File: src/rtl/uart_rx_frontend.sv
// Serial receive front end: synchronises RX, finds start bits on the 16x tick, 3-sample majority per bit.
// Define UART_RX_PARITY_EN to add a parity bit (PARITY_ODD selects odd parity) and the parity_error pulse.
module uart_rx_frontend #(
    parameter int DATA_BITS   = 8,
    parameter int SYNC_STAGES = 2
`ifdef UART_RX_PARITY_EN
    ,
    parameter bit PARITY_ODD  = 1'b0
`endif
) (
    input  logic       clk,
    input  logic       reset,
    input  logic       serial_in,
    input  logic       en_16_x_baud,
    input  logic       enable,
    input  logic       buffer_full,
    output logic [7:0] data_out,
    output logic       buffer_write,
    output logic       frame_error,
    output logic       break_detect,
    output logic       overrun,
    output logic       parity_error
);

`ifdef UART_RX_PARITY_EN
    typedef enum logic [2:0] {
        IDLE     = 3'd0,
        START    = 3'd1,
        DATA     = 3'd2,
        PARITY   = 3'd3,
        STOP     = 3'd4,
        BRK_WAIT = 3'd5
    } state_t;
`else
    typedef enum logic [2:0] {
        IDLE     = 3'd0,
        START    = 3'd1,
        DATA     = 3'd2,
        STOP     = 3'd4,
        BRK_WAIT = 3'd5
    } state_t;
`endif

    localparam logic [2:0] LAST_BIT = 3'(DATA_BITS - 1);

    logic [SYNC_STAGES-1:0] sync_q;
    logic                   rx_s;

    state_t                 state_q, state_d;
    logic [3:0]             tick_q, tick_d;
    logic [2:0]             bit_q, bit_d;
    logic [DATA_BITS-1:0]   shift_q, shift_d;
    logic [1:0]             samp_q, samp_d;
    logic [7:0]             data_d;
    logic                   write_d, fe_d, brk_d, ovr_d;
    logic                   maj;
    logic                   par_bad;

`ifdef UART_RX_PARITY_EN
    logic                   par_bit_q, par_bit_d;
    logic                   par_d;
    assign par_bad = ((^shift_q) ^ par_bit_q) != PARITY_ODD;
`else
    assign par_bad      = 1'b0;
    assign parity_error = 1'b0;
`endif

    assign rx_s = sync_q[SYNC_STAGES-1];
    // Ticks 7 and 8 are held in samp_q; the live rx_s is the third vote at tick 9.
    assign maj  = (samp_q[0] & samp_q[1]) | (samp_q[0] & rx_s) | (samp_q[1] & rx_s);

    always_ff @(posedge clk) begin
        if (reset) begin
            sync_q <= '1;
        end else begin
            sync_q <= {sync_q[SYNC_STAGES-2:0], serial_in};
        end
    end

    always_comb begin
        state_d = state_q;
        tick_d  = tick_q;
        bit_d   = bit_q;
        shift_d = shift_q;
        samp_d  = samp_q;
        data_d  = data_out;
        write_d = 1'b0;
        fe_d    = 1'b0;
        brk_d   = 1'b0;
        ovr_d   = 1'b0;
`ifdef UART_RX_PARITY_EN
        par_bit_d = par_bit_q;
        par_d     = 1'b0;
`endif
        if (!enable) begin
            state_d = IDLE;
            tick_d  = 4'd0;
            bit_d   = 3'd0;
        end else if (en_16_x_baud) begin
            if (state_q != IDLE && state_q != BRK_WAIT) begin
                tick_d = tick_q + 4'd1;
            end
            if (tick_q == 4'd7) samp_d[0] = rx_s;
            if (tick_q == 4'd8) samp_d[1] = rx_s;
            case (state_q)
                IDLE: begin
                    if (!rx_s) begin
                        state_d = START;
                        tick_d  = 4'd0;
                    end
                end
                START: begin
                    if (tick_q == 4'd9 && maj) begin
                        state_d = IDLE;
                        tick_d  = 4'd0;
                    end else if (tick_q == 4'd15) begin
                        state_d = DATA;
                        bit_d   = 3'd0;
                    end
                end
                DATA: begin
                    if (tick_q == 4'd9) begin
                        shift_d = {maj, shift_q[DATA_BITS-1:1]};
                    end else if (tick_q == 4'd15) begin
                        bit_d = bit_q + 3'd1;
                        if (bit_q == LAST_BIT) begin
`ifdef UART_RX_PARITY_EN
                            state_d = PARITY;
`else
                            state_d = STOP;
`endif
                        end
                    end
                end
`ifdef UART_RX_PARITY_EN
                PARITY: begin
                    if (tick_q == 4'd9) begin
                        par_bit_d = maj;
                    end else if (tick_q == 4'd15) begin
                        state_d = STOP;
                    end
                end
`endif
                STOP: begin
                    // Decide mid stop bit and return to IDLE at once to catch an early next start edge.
                    if (tick_q == 4'd9) begin
                        state_d = IDLE;
                        tick_d  = 4'd0;
                        if (maj) begin
                            data_d = 8'(shift_q);
                            if (par_bad) begin
`ifdef UART_RX_PARITY_EN
                                par_d = 1'b1;
`endif
                            end else if (buffer_full) begin
                                ovr_d = 1'b1;
                            end else begin
                                write_d = 1'b1;
                            end
                        end else if (shift_q != '0) begin
                            data_d = 8'(shift_q);
                            fe_d   = 1'b1;
                        end else begin
                            brk_d   = 1'b1;
                            state_d = BRK_WAIT;
                        end
                    end
                end
                BRK_WAIT: begin
                    if (rx_s) state_d = IDLE;
                end
                default: begin
                    state_d = IDLE;
                    tick_d  = 4'd0;
                end
            endcase
        end
    end

    always_ff @(posedge clk) begin
        if (reset) begin
            state_q      <= IDLE;
            tick_q       <= 4'd0;
            bit_q        <= 3'd0;
            shift_q      <= '0;
            samp_q       <= 2'b00;
            data_out     <= 8'h00;
            buffer_write <= 1'b0;
            frame_error  <= 1'b0;
            break_detect <= 1'b0;
            overrun      <= 1'b0;
        end else begin
            state_q      <= state_d;
            tick_q       <= tick_d;
            bit_q        <= bit_d;
            shift_q      <= shift_d;
            samp_q       <= samp_d;
            data_out     <= data_d;
            buffer_write <= write_d;
            frame_error  <= fe_d;
            break_detect <= brk_d;
            overrun      <= ovr_d;
        end
    end

`ifdef UART_RX_PARITY_EN
    always_ff @(posedge clk) begin
        if (reset) begin
            par_bit_q    <= 1'b0;
            parity_error <= 1'b0;
        end else begin
            par_bit_q    <= par_bit_d;
            parity_error <= par_d;
        end
    end
`endif

endmodule

File: config.mk
export PLATFORM = sky130hd
export DESIGN_NAME = uart_rx_frontend
export DESIGN_NICKNAME = d
export VERILOG_FILES = /design/src/rtl/uart_rx_frontend.sv
export SDC_FILE = /design/constraint.sdc
export NUM_CORES = 1
export LEC_CHECK = 0
export CAP_MARGIN = 10
export CORE_MARGIN = 3
export CORE_UTILIZATION = 58
export CTS_BUF_LIST = sky130_fd_sc_hd__clkbuf_8
export CTS_CLUSTER_DIAMETER = 100
export DETAILED_ROUTE_END_ITERATION = 10
export HOLD_SLACK_MARGIN = 0.12
export PLACE_DENSITY = 0.9
export SLEW_MARGIN = 25
export SYNTH_ARGS = -nofsm -noshare
export SYNTH_HDL_FRONTEND = slang
export SYNTH_SLANG_ARGS = --single-unit
File: constraint.sdc
create_clock -name clk -period 2.3 [get_ports clk]
set_input_delay 0.46 -clock clk [delete_from_list [all_inputs] [get_ports clk]]
set_output_delay 0.46 -clock clk [all_outputs]
set_load 0.03 [all_outputs]
# Word-level counts from Yosys, hierarchy flattened
# Cells that the tools add are included.
totals:
  ff_bits: 34
  output_inout_bits: 13
op_classes:
  n_addsub: 2
  n_eq_ne: 19
  mux: 27
  bitwise_logic: 10
  n_reduce_logical: 17
op_table:
  columns: ["op", "count"]
  rows:
  - ["3-bit 2-to-1 mux", 14]
  - ["4-bit 2-to-1 mux", 4]
  - ["8-bit 2-to-1 mux", 2]
  - ["2-bit != test, second input constant", 8]
  - ["4-bit one-hot mux with 4 select lines", 1]
  - ["3-bit one-hot mux with 5 select lines", 1]
  - ["4-bit == test, second input constant", 3]
  - ["6-bit OR reduction", 2]
  - ["3-bit == test, second input constant", 3]
  - ["8-bit AND reduction", 1]
  - ["8-bit nonzero test", 1]
  - ["3-bit != test, second input constant", 2]
  - ["3-bit one-hot mux with 2 select lines", 1]
  - ["3-bit AND reduction", 2]
  - ["6-bit AND reduction", 1]
  - ["1-bit inverter", 5]
  - ["5-bit AND reduction", 1]
  - ["4-bit by 1-bit adder with 4-bit output, second input constant", 1]
  - ["4-bit by 3-bit == test with 1-bit output, second input constant", 1]
  - ["1-bit 2-to-1 mux", 4]
  - ["4-bit AND reduction", 1]
  - ["2-bit nonzero test", 2]
  - ["2-bit OR reduction", 2]
  - ["3-bit by 1-bit adder with 3-bit output, second input constant", 1]
  - ["7 further kinds", 11]

# Logic depth before layout (Yosys ltp)
# Gate-level depths: netlist of the first run.
depth:
  ltp_word: 6
  mapped_depth: 8

# Worst setup path after synthesis of the first run
# OpenSTA, ideal clock, no wires.
synth_timing:
  path_type: "register to register"
  from: "reg tick_q[0]"
  to: "reg state_q[1]"
  setup_time_ps: 116
  arrival_time_ps: 1544
  path_slack_ps: 640
  stages_incl_launch_ff: 8
  synth_period_minus_slack_ps: 1660
  path_cell_list: "dfxtp_1 ha_1 and3b_1 buf_4 and2_1 o2111ai_2 a21o_1 a31o_1"
synth_via:
  elab_chain_cells: 4
synth_lines:
  columns: ["element", "line_no", "rtl"]
  rows:
  - ["start: declaration", "50", "logic [3:0] tick_q, tick_d;"]
  - ["start signal: assignment", "194", "tick_q <= tick_d;"]
  - ["4-bit == test", "113, 122, 146", null]
  - ["1-bit logical AND", "113", "if (tick_q == 4'd9 && maj) begin"]
  - ["3-bit != test (no line) or 3-bit 2-to-1 mux (tied branches)", null, null]
  - ["8-bit AND reduction (no line) or 3-bit one-hot mux with 5 select lines (tied branches)", null, null]
  - ["end signal: assignment", "193", "state_q <= state_d;"]
  - ["end: declaration", "49", "state_t state_q, state_d;"]
# Several ways; a longest one is shown, not always the timed one.
# A chain may end at the register's enable or synchronous reset.

# Final worst setup path of the first run
layout_timing:
  from: "reg tick_q[0]"
  to: "reg data_out[1]"
layout_via:
  elab_chain_cells: 2
layout_lines:
  columns: ["element", "line_no", "rtl"]
  rows:
  - ["4-bit == test", "146", "if (tick_q == 4'd9) begin"]
  - ["5-bit AND reduction (no line)", null, null]
  - ["end signal: assignment", "198", "data_out <= data_d;"]
  - ["end: declaration", "17", "output logic [7:0] data_out,"]
# No other way between the ends.

==> flow_metrics.py, run 1 <==
metrics = {
    "worst_setup_path": {
        "cp-start-kind": "register",
        "r2r_end": "data_out[1]",
        "r2r_start": "tick_q[0]",
        "crit_chain": "ha_1 -> and3b_1 -> nand3_1 -> nor2_4 -> mux2i_1 -> nor2_1",
        "r2r_cells": 6,
        "crit_fanout": 8,
        "crit_end": "data_out[1]",
        "worst-path-buf-inv": 0,
        "critPathMaxStageDelay_ns": 0.48,
        "crit_arrival_ns": 2.28,
        "worst-path-stages": 6,
        "rrSetupSlack_ns": 0.19,
        "slowest_stage": "dfxtp_1",
        "cp-startpoint": "tick_q[0]",
        "path_class": "register to register",
        "critPathTopFamily": "simple AND/OR/NAND/NOR gates",
        "endpoint_kind": "register",
        "required_ns": 2.46,
    },
    "timing": {
        "min_period_ns": 2.113,
        "setup_tns_ns": 0,
        "period_share_pct": 91.88,
        "clock_skew_ns": 0.006807,
        "finalMaxSlewViolations": 0,
        "hold_viol_final": 0,
        "fmax_ghz": 0.4732,
        "setup_ws_ns": 0.1867,
        "hold_ws_ns": 0.4357,
        "finalSetupViolations": 0,
        "worst_pin_slew_ns": 0.5517,
        "rsz0062_at_grt": "false",
        "slew_headroom_pct": 63.17,
    },
    "layout": {
        "drive_gt1_share_pct": 11.00,
        "nFillCells": 222,
        "fin_util_pct": 71.05,
        "regArea_um2": 680.7,
        "multiInputGateArea_um2": 974.7,
        "antenna_cells": 0,
        "nets": 219,
        "area_growth_pct": 14.93,
    },
    "floorplanning": {
        "start_util_pct": 61.82,
        "num_io_pins": 19,
        "die_h_um": 60.68,
        "die_w_um": 60.68,
        "num_rows": 19,
        "core_mm2": 0.002805,
        "die_area_mm2": 0.003682,
    },
    "synth": {
        "synth_most_common_cell": "dfxtp_1",
        "syn_inst": 195,
        "ys_warn_count": 0,
        "synth_top_area_share_pct": 39.25,
        "synth.largest_area_cell": "dfxtp_1",
        "synth_area_mm2": 0.001734,
        "synth.area.top_cells": "dfxtp_1 (39%), mux2i_1 (10%), nor2_1 (6.3%), ha_1 (3.6%), nand2_1 (2.2%)",
        "seq_area_frac_synth_pct": 39.25,
        "syn-mean-instance-area_um2": 8.893,
        "netlist_top_cells_count": "dfxtp_1 (34), nor2_1 (29), mux2i_1 (18)",
        "ys_types": 48,
        "synth-edff-count": 0,
        "synth_fp_nets": 206,
        "synth_seq_cells": 34,
        "async_flop_share_pct": 0,
        "ys.flop_type": "dfxtp_1",
    },
    "drt": {
        "finalWirelength_um": 3741,
        "drt-initial-drc-count": 57,
        "avgViaCountPerCell": 6.038,
        "dr.pass1.iters": 4,
        "drc_errors": 0,
        "wl_per_cell_um": 15.59,
        "num_vias": 1449,
        "ant_nets": 0,
    },
    "pwr": {
        "p_leak_nw": 0.7859,
        "power_density_mw_per_mm2": 544.1,
        "power_mw": 1.084,
        "ir_drop_mv": 0.4444,
    },
    "global_routing": {
        "overflow": 0,
        "grt_pass1_vias": 1407,
        "antenna_found_initial": 0,
        "grt_usage_pct": 22.31,
        "grt_pass1_wl_um": 6210,
        "grt_max_degree": 24,
    },
    "clock_network": {
        "ctsHoldBuffers": 0,
        "cts-buffers-inserted": 5,
        "clock_latency_ns": 0.28,
        "cts.sinks": 34,
        "cts_tree": "built",
        "htree_levels": 2,
        "clockBufferDepth": 2,
        "cts_setup_buffers": 0,
        "root_buffer": "clkbuf_8",
        "postCtsResizedCells": 0,
        "cts.clk_slew.worst_paths_ns": 0.07,
    },
    "min_path": {
        "hp-class": "register to register",
    },
    "place": {
        "portBuffers": 17,
        "place_ws_ns": 0.2702,
        "gp_congestion": 0.9207,
        "hpwlAfterDp_um": 2712,
    },
    "run": {
        "drv_cap": 0,
    },
    "outcome": {
        "status": "completed",
    },
}
==> cells in the final DEF (no fill, tap or decap), types with 4 or more instances in the layout <==
master and n:
and3_1 4, nand4_1 4, o21ai_0 6, nand2b_1 5
nand3_1 7, clkbuf_8 6, nor2_1 29, ha_1 5
buf_4 4, nand2_1 10, dfxtp_1 34, clkdlybuf4s50_1 17
mux2i_1 18, a21oi_1 7
==> worst min-delay path by stage <==
stage	start	end	slack, ns	depth (start not counted)
2_1_floorplan	sync_q[0]	sync_q[1]	0.39	1
6_report	sync_q[0]	sync_q[1]	0.44	1
3_3_place_gp	sync_q[0]	sync_q[1]	0.40	1
4_1_cts	sync_q[0]	sync_q[1]	0.44	1
3_5_place_dp	sync_q[0]	sync_q[1]	0.43	1
5_1_grt	sync_q[0]	sync_q[1]	0.46	1
==> routing by layer <==
metal  part of all wire (%)  GRT usage, %  vias up
li1                       -             -      713
met1                     44         27.47      684
met2                     51         37.25       46
met3                    4.5         5.319        6
met4                    1.1         9.288        0
met5                      0             0        -
==> metrics by stage <==
| step | cells | cell area [um2] |
|---|---|---|
| 3_3_place_gp | 232 | 1902 |
| 3_5_place_dp | 232 | 1902 |
| 2_1_floorplan | 195 | 1734 |
| 6_report | 240 | 1993 |
| 4_1_cts | 240 | 1993 |
| 5_1_grt | 240 | 1993 |
==> sequential cells by signal (all words and copies together) (netlist names) <==
register	cells
data_out	8
shift_q	8
tick_q	4
bit_q	3
state_q	3
samp_q	2
sync_q	2
break_detect	1
buffer_write	1
frame_error	1
overrun	1
==> power breakdown <==
group	switching, mW	total, mW	internal [mW]
clock	0.206	0.442	0.237
combinational	0.0268	0.0482	0.0214
sequential	0.00323	0.594	0.591
total	0.236	1.08	0.849
==> cell type report <==
type | instances | area share (%)
Clock buffer | 6 | 4.143
Clock inverter | 2 | 0.4394
Tap cell | 31 | 1.946
Multi-Input combinational cell | 144 | 48.90
Inverter | 2 | 0.3766
Timing Repair Buffer | 21 | 10.04
Sequential cell | 34 | 34.15
==> logic make-up (layout without fill, tap and decap cells) <==
group,after synthesis,after routing,share of synthesized area (%)
buffers and inverters,17,31,4.545
and+or+nand+nor,88,88,28.64
muxes,18,18,10.39
other,1,1,0.2162
AOI/OAI and AO/OA,30,30,12.19
adders and majority gates,6,6,4.257
xor gates and xnor gates,1,1,0.5051
DFF,34,34,39.25
Note: power is estimated with default switching activity, not from simulation.
==> inputs of run 2 (changes only) <==
Settings changed: ABC_AREA set to 1, CORE_UTILIZATION 58 to 57, PLACE_DENSITY 0.9 to 0.89.
==> run 2 against run 1 <==
Power rose by 3.8%. Hold slack got worse by 0.022 ns. Via count rose by 6.3%. Sequential cell count did not move. Sequential share of layout area rose by 0.17 points. Non-clock buffer count fell by 3. Global-route usage fell by 1.3 points. Synthesized cell count rose by 25%. Clock power rose by 0.9%. Maximum frequency rose by 21%. Critical path type is now register to output port. Critical endpoint is now data_out[0]. Largest cell class unchanged. Highest routed layer unchanged.
==> flow_metrics.py, run 2 <==
metrics = {
    "synth": {
        "async_flop_share_pct": 0,
        "ys_warn_count": 0,
        "synth_most_common_cell": "nor2_1",
        "synth_area_mm2": 0.001687,
        "seq_area_frac_synth_pct": 40.36,
        "ys.flop_type": "dfxtp_1",
        "synth.area.top_cells": "dfxtp_1 (40%), nor2_1 (13%), nand2_1 (9.3%), o21ai_0 (4.2%), inv_1 (4.0%)",
        "synth_seq_cells": 34,
        "synth_top_area_share_pct": 40.36,
        "synth.largest_area_cell": "dfxtp_1",
        "syn_inst": 243,
        "synth_fp_nets": 254,
        "netlist_top_cells_count": "nor2_1 (57), nand2_1 (42), dfxtp_1 (34)",
        "synth-edff-count": 0,
        "ys_types": 30,
        "syn-mean-instance-area_um2": 6.941,
    },
    "pwr": {
        "clkPwrFrac_pct": 39.6,
        "power_density_mw_per_mm2": 567.6,
        "power_mw": 1.126,
        "swShare_pct": 23.35,
        "pwr-share-seq_pct": 53.1,
        "p_leak_nw": 0.8331,
        "comb_power_share_pct": 7.3,
        "ir_drop_mv": 0.5246,
        "power_switching_mw": 0.2628,
        "p_int_mw": 0.8629,
    },
    "worst_setup_path": {
        "required_ns": 1.84,
        "endpoint_kind": "output port",
        "cp-start-kind": "register",
        "crit_chain": "clkdlybuf4s50_1",
        "slowest_stage": "clkdlybuf4s50_1",
        "crit_arrival_ns": 1.29,
        "critPathTopFamily": "buffers and inverters",
        "critPathMaxStageDelay_ns": 0.67,
        "path_class": "register to output port",
        "worst-path-buf-inv": 1,
        "crit_fanout": 2,
    },
    "place": {
        "gp_congestion": 0.8775,
        "post_dp_cell_area_mm2": 0.001888,
        "portBuffers": 17,
        "place_inst": 289,
        "hpwlAfterDp_um": 2516,
        "place_ws_ns": 0.4422,
    },
    "drt": {
        "wl_per_cell_um": 11.00,
        "num_vias": 1540,
        "finalWirelength_um": 3266,
        "ant_nets": 0,
        "dr.pass1.iters": 4,
        "drt-initial-drc-count": 53,
        "drc_errors": 0,
        "avgViaCountPerCell": 5.185,
    },
    "timing": {
        "setup_ws_ns": 0.5521,
        "period_share_pct": 76.00,
        "min_period_ns": 1.748,
        "hold_ws_ns": 0.4141,
        "fmax_ghz": 0.5721,
        "finalSetupViolations": 0,
        "clock_skew_ns": 0.005434,
        "finalMaxSlewViolations": 0,
        "setup_tns_ns": 0,
        "hold_viol_final": 0,
        "rsz0062_at_grt": "false",
    },
    "clock_network": {
        "cts.sinks": 34,
        "cts_tree": "built",
        "cts.clk_slew.worst_paths_ns": 0.07,
        "cts-buffers-inserted": 5,
        "clockBufferDepth": 2,
        "postCtsResizedCells": 0,
        "root_buffer": "clkbuf_8",
        "cts_setup_buffers": 0,
        "clock_latency_ns": 0.28,
        "htree_levels": 2,
        "ctsHoldBuffers": 0,
    },
    "floorplanning": {
        "die_h_um": 60.40,
        "die_area_mm2": 0.003648,
        "num_io_pins": 19,
        "core_mm2": 0.002781,
        "die_w_um": 60.40,
        "start_util_pct": 60.64,
        "num_rows": 19,
    },
    "layout": {
        "antenna_cells": 0,
        "nFillCells": 229,
        "area_growth_pct": 17.58,
        "final_common_cell": "nor2_1",
        "nets": 276,
        "drive_gt1_share_pct": 13.91,
        "finalInstanceArea_mm2": 0.001983,
        "final_cells": 297,
        "fin_util_pct": 71.30,
        "regArea_um2": 680.7,
        "multiInputGateArea_um2": 877.1,
        "reg_top3": "data_out (8), shift_q (8), tick_q (4)",
        "mostFrequentLayoutCells": "nor2_1 (57), nand2_1 (42), dfxtp_1 (34), inv_1 (18), clkdlybuf4s50_1 (17)",
    },
    "outcome": {
        "status": "completed",
    },
    "global_routing": {
        "grt_pass1_vias": 1400,
        "grt_usage_pct": 20.99,
        "grt_pass1_wl_um": 5664,
        "grt_max_degree": 20,
        "antenna_found_initial": 0,
        "overflow": 0,
    },
    "min_path": {
        "hp-class": "register to register",
    },
    "run": {
        "drv_cap": 0,
    },
}
## run 2: layer usage
layer | track usage, % | up-vias | share of wire, %
met1 | 23.30 | 686 | 43
met4 | 8.544 | 0 | 1.5
met3 | 7.447 | 7 | 5.7
met2 | 36.42 | 37 | 49
li1 | - | 810 | -
met5 | 0 | - | 0
## run 2: path summary, 6_finish.rpt
path / startpoint / end / slack, ns / cells after the start
setup / recovery: data_out[0] / data_out[0] / 0.55 / 1
hold reg to reg: sync_q[0] / sync_q[1] / 0.41 / 1
hold / removal: sync_q[0] / sync_q[1] / 0.41 / 1
setup reg to reg: tick_q[0] / bit_q[2] / 0.68 / 8
## run 2: logic make-up (layout without fill, tap and decap cells)
group / after synthesis / in the layout / synth area share, %
flops: 34 / 34 / 40.36
other cells: 1 / 1 / 0.2223
compound gates: 34 / 34 / 10.39
simple gates: 136 / 136 / 37.69
buf+inv: 33 / 56 / 7.641
fa+ha+maj: 5 / 5 / 3.709
## run 2: cell type report
cell class	instances	share of cell area, %
tap	31	1.956
multi-input combinational	176	44.23
clock buffer	6	4.164
clock inverter	2	0.6309
inverter	30	5.741
timing repair buffer	18	8.959
sequential	34	34.32
## run 2: power by group through the flow
stage                     Sequential [mW]  Clock (mW)  Combinational, mW
final                               0.597       0.446             0.0826
after global routing                0.597       0.484             0.0930
after CTS                           0.597       0.458             0.0826
after detailed placement            0.610           0             0.0818
after global placement              0.610           0             0.0784
after floorplan                     0.609           0             0.0597
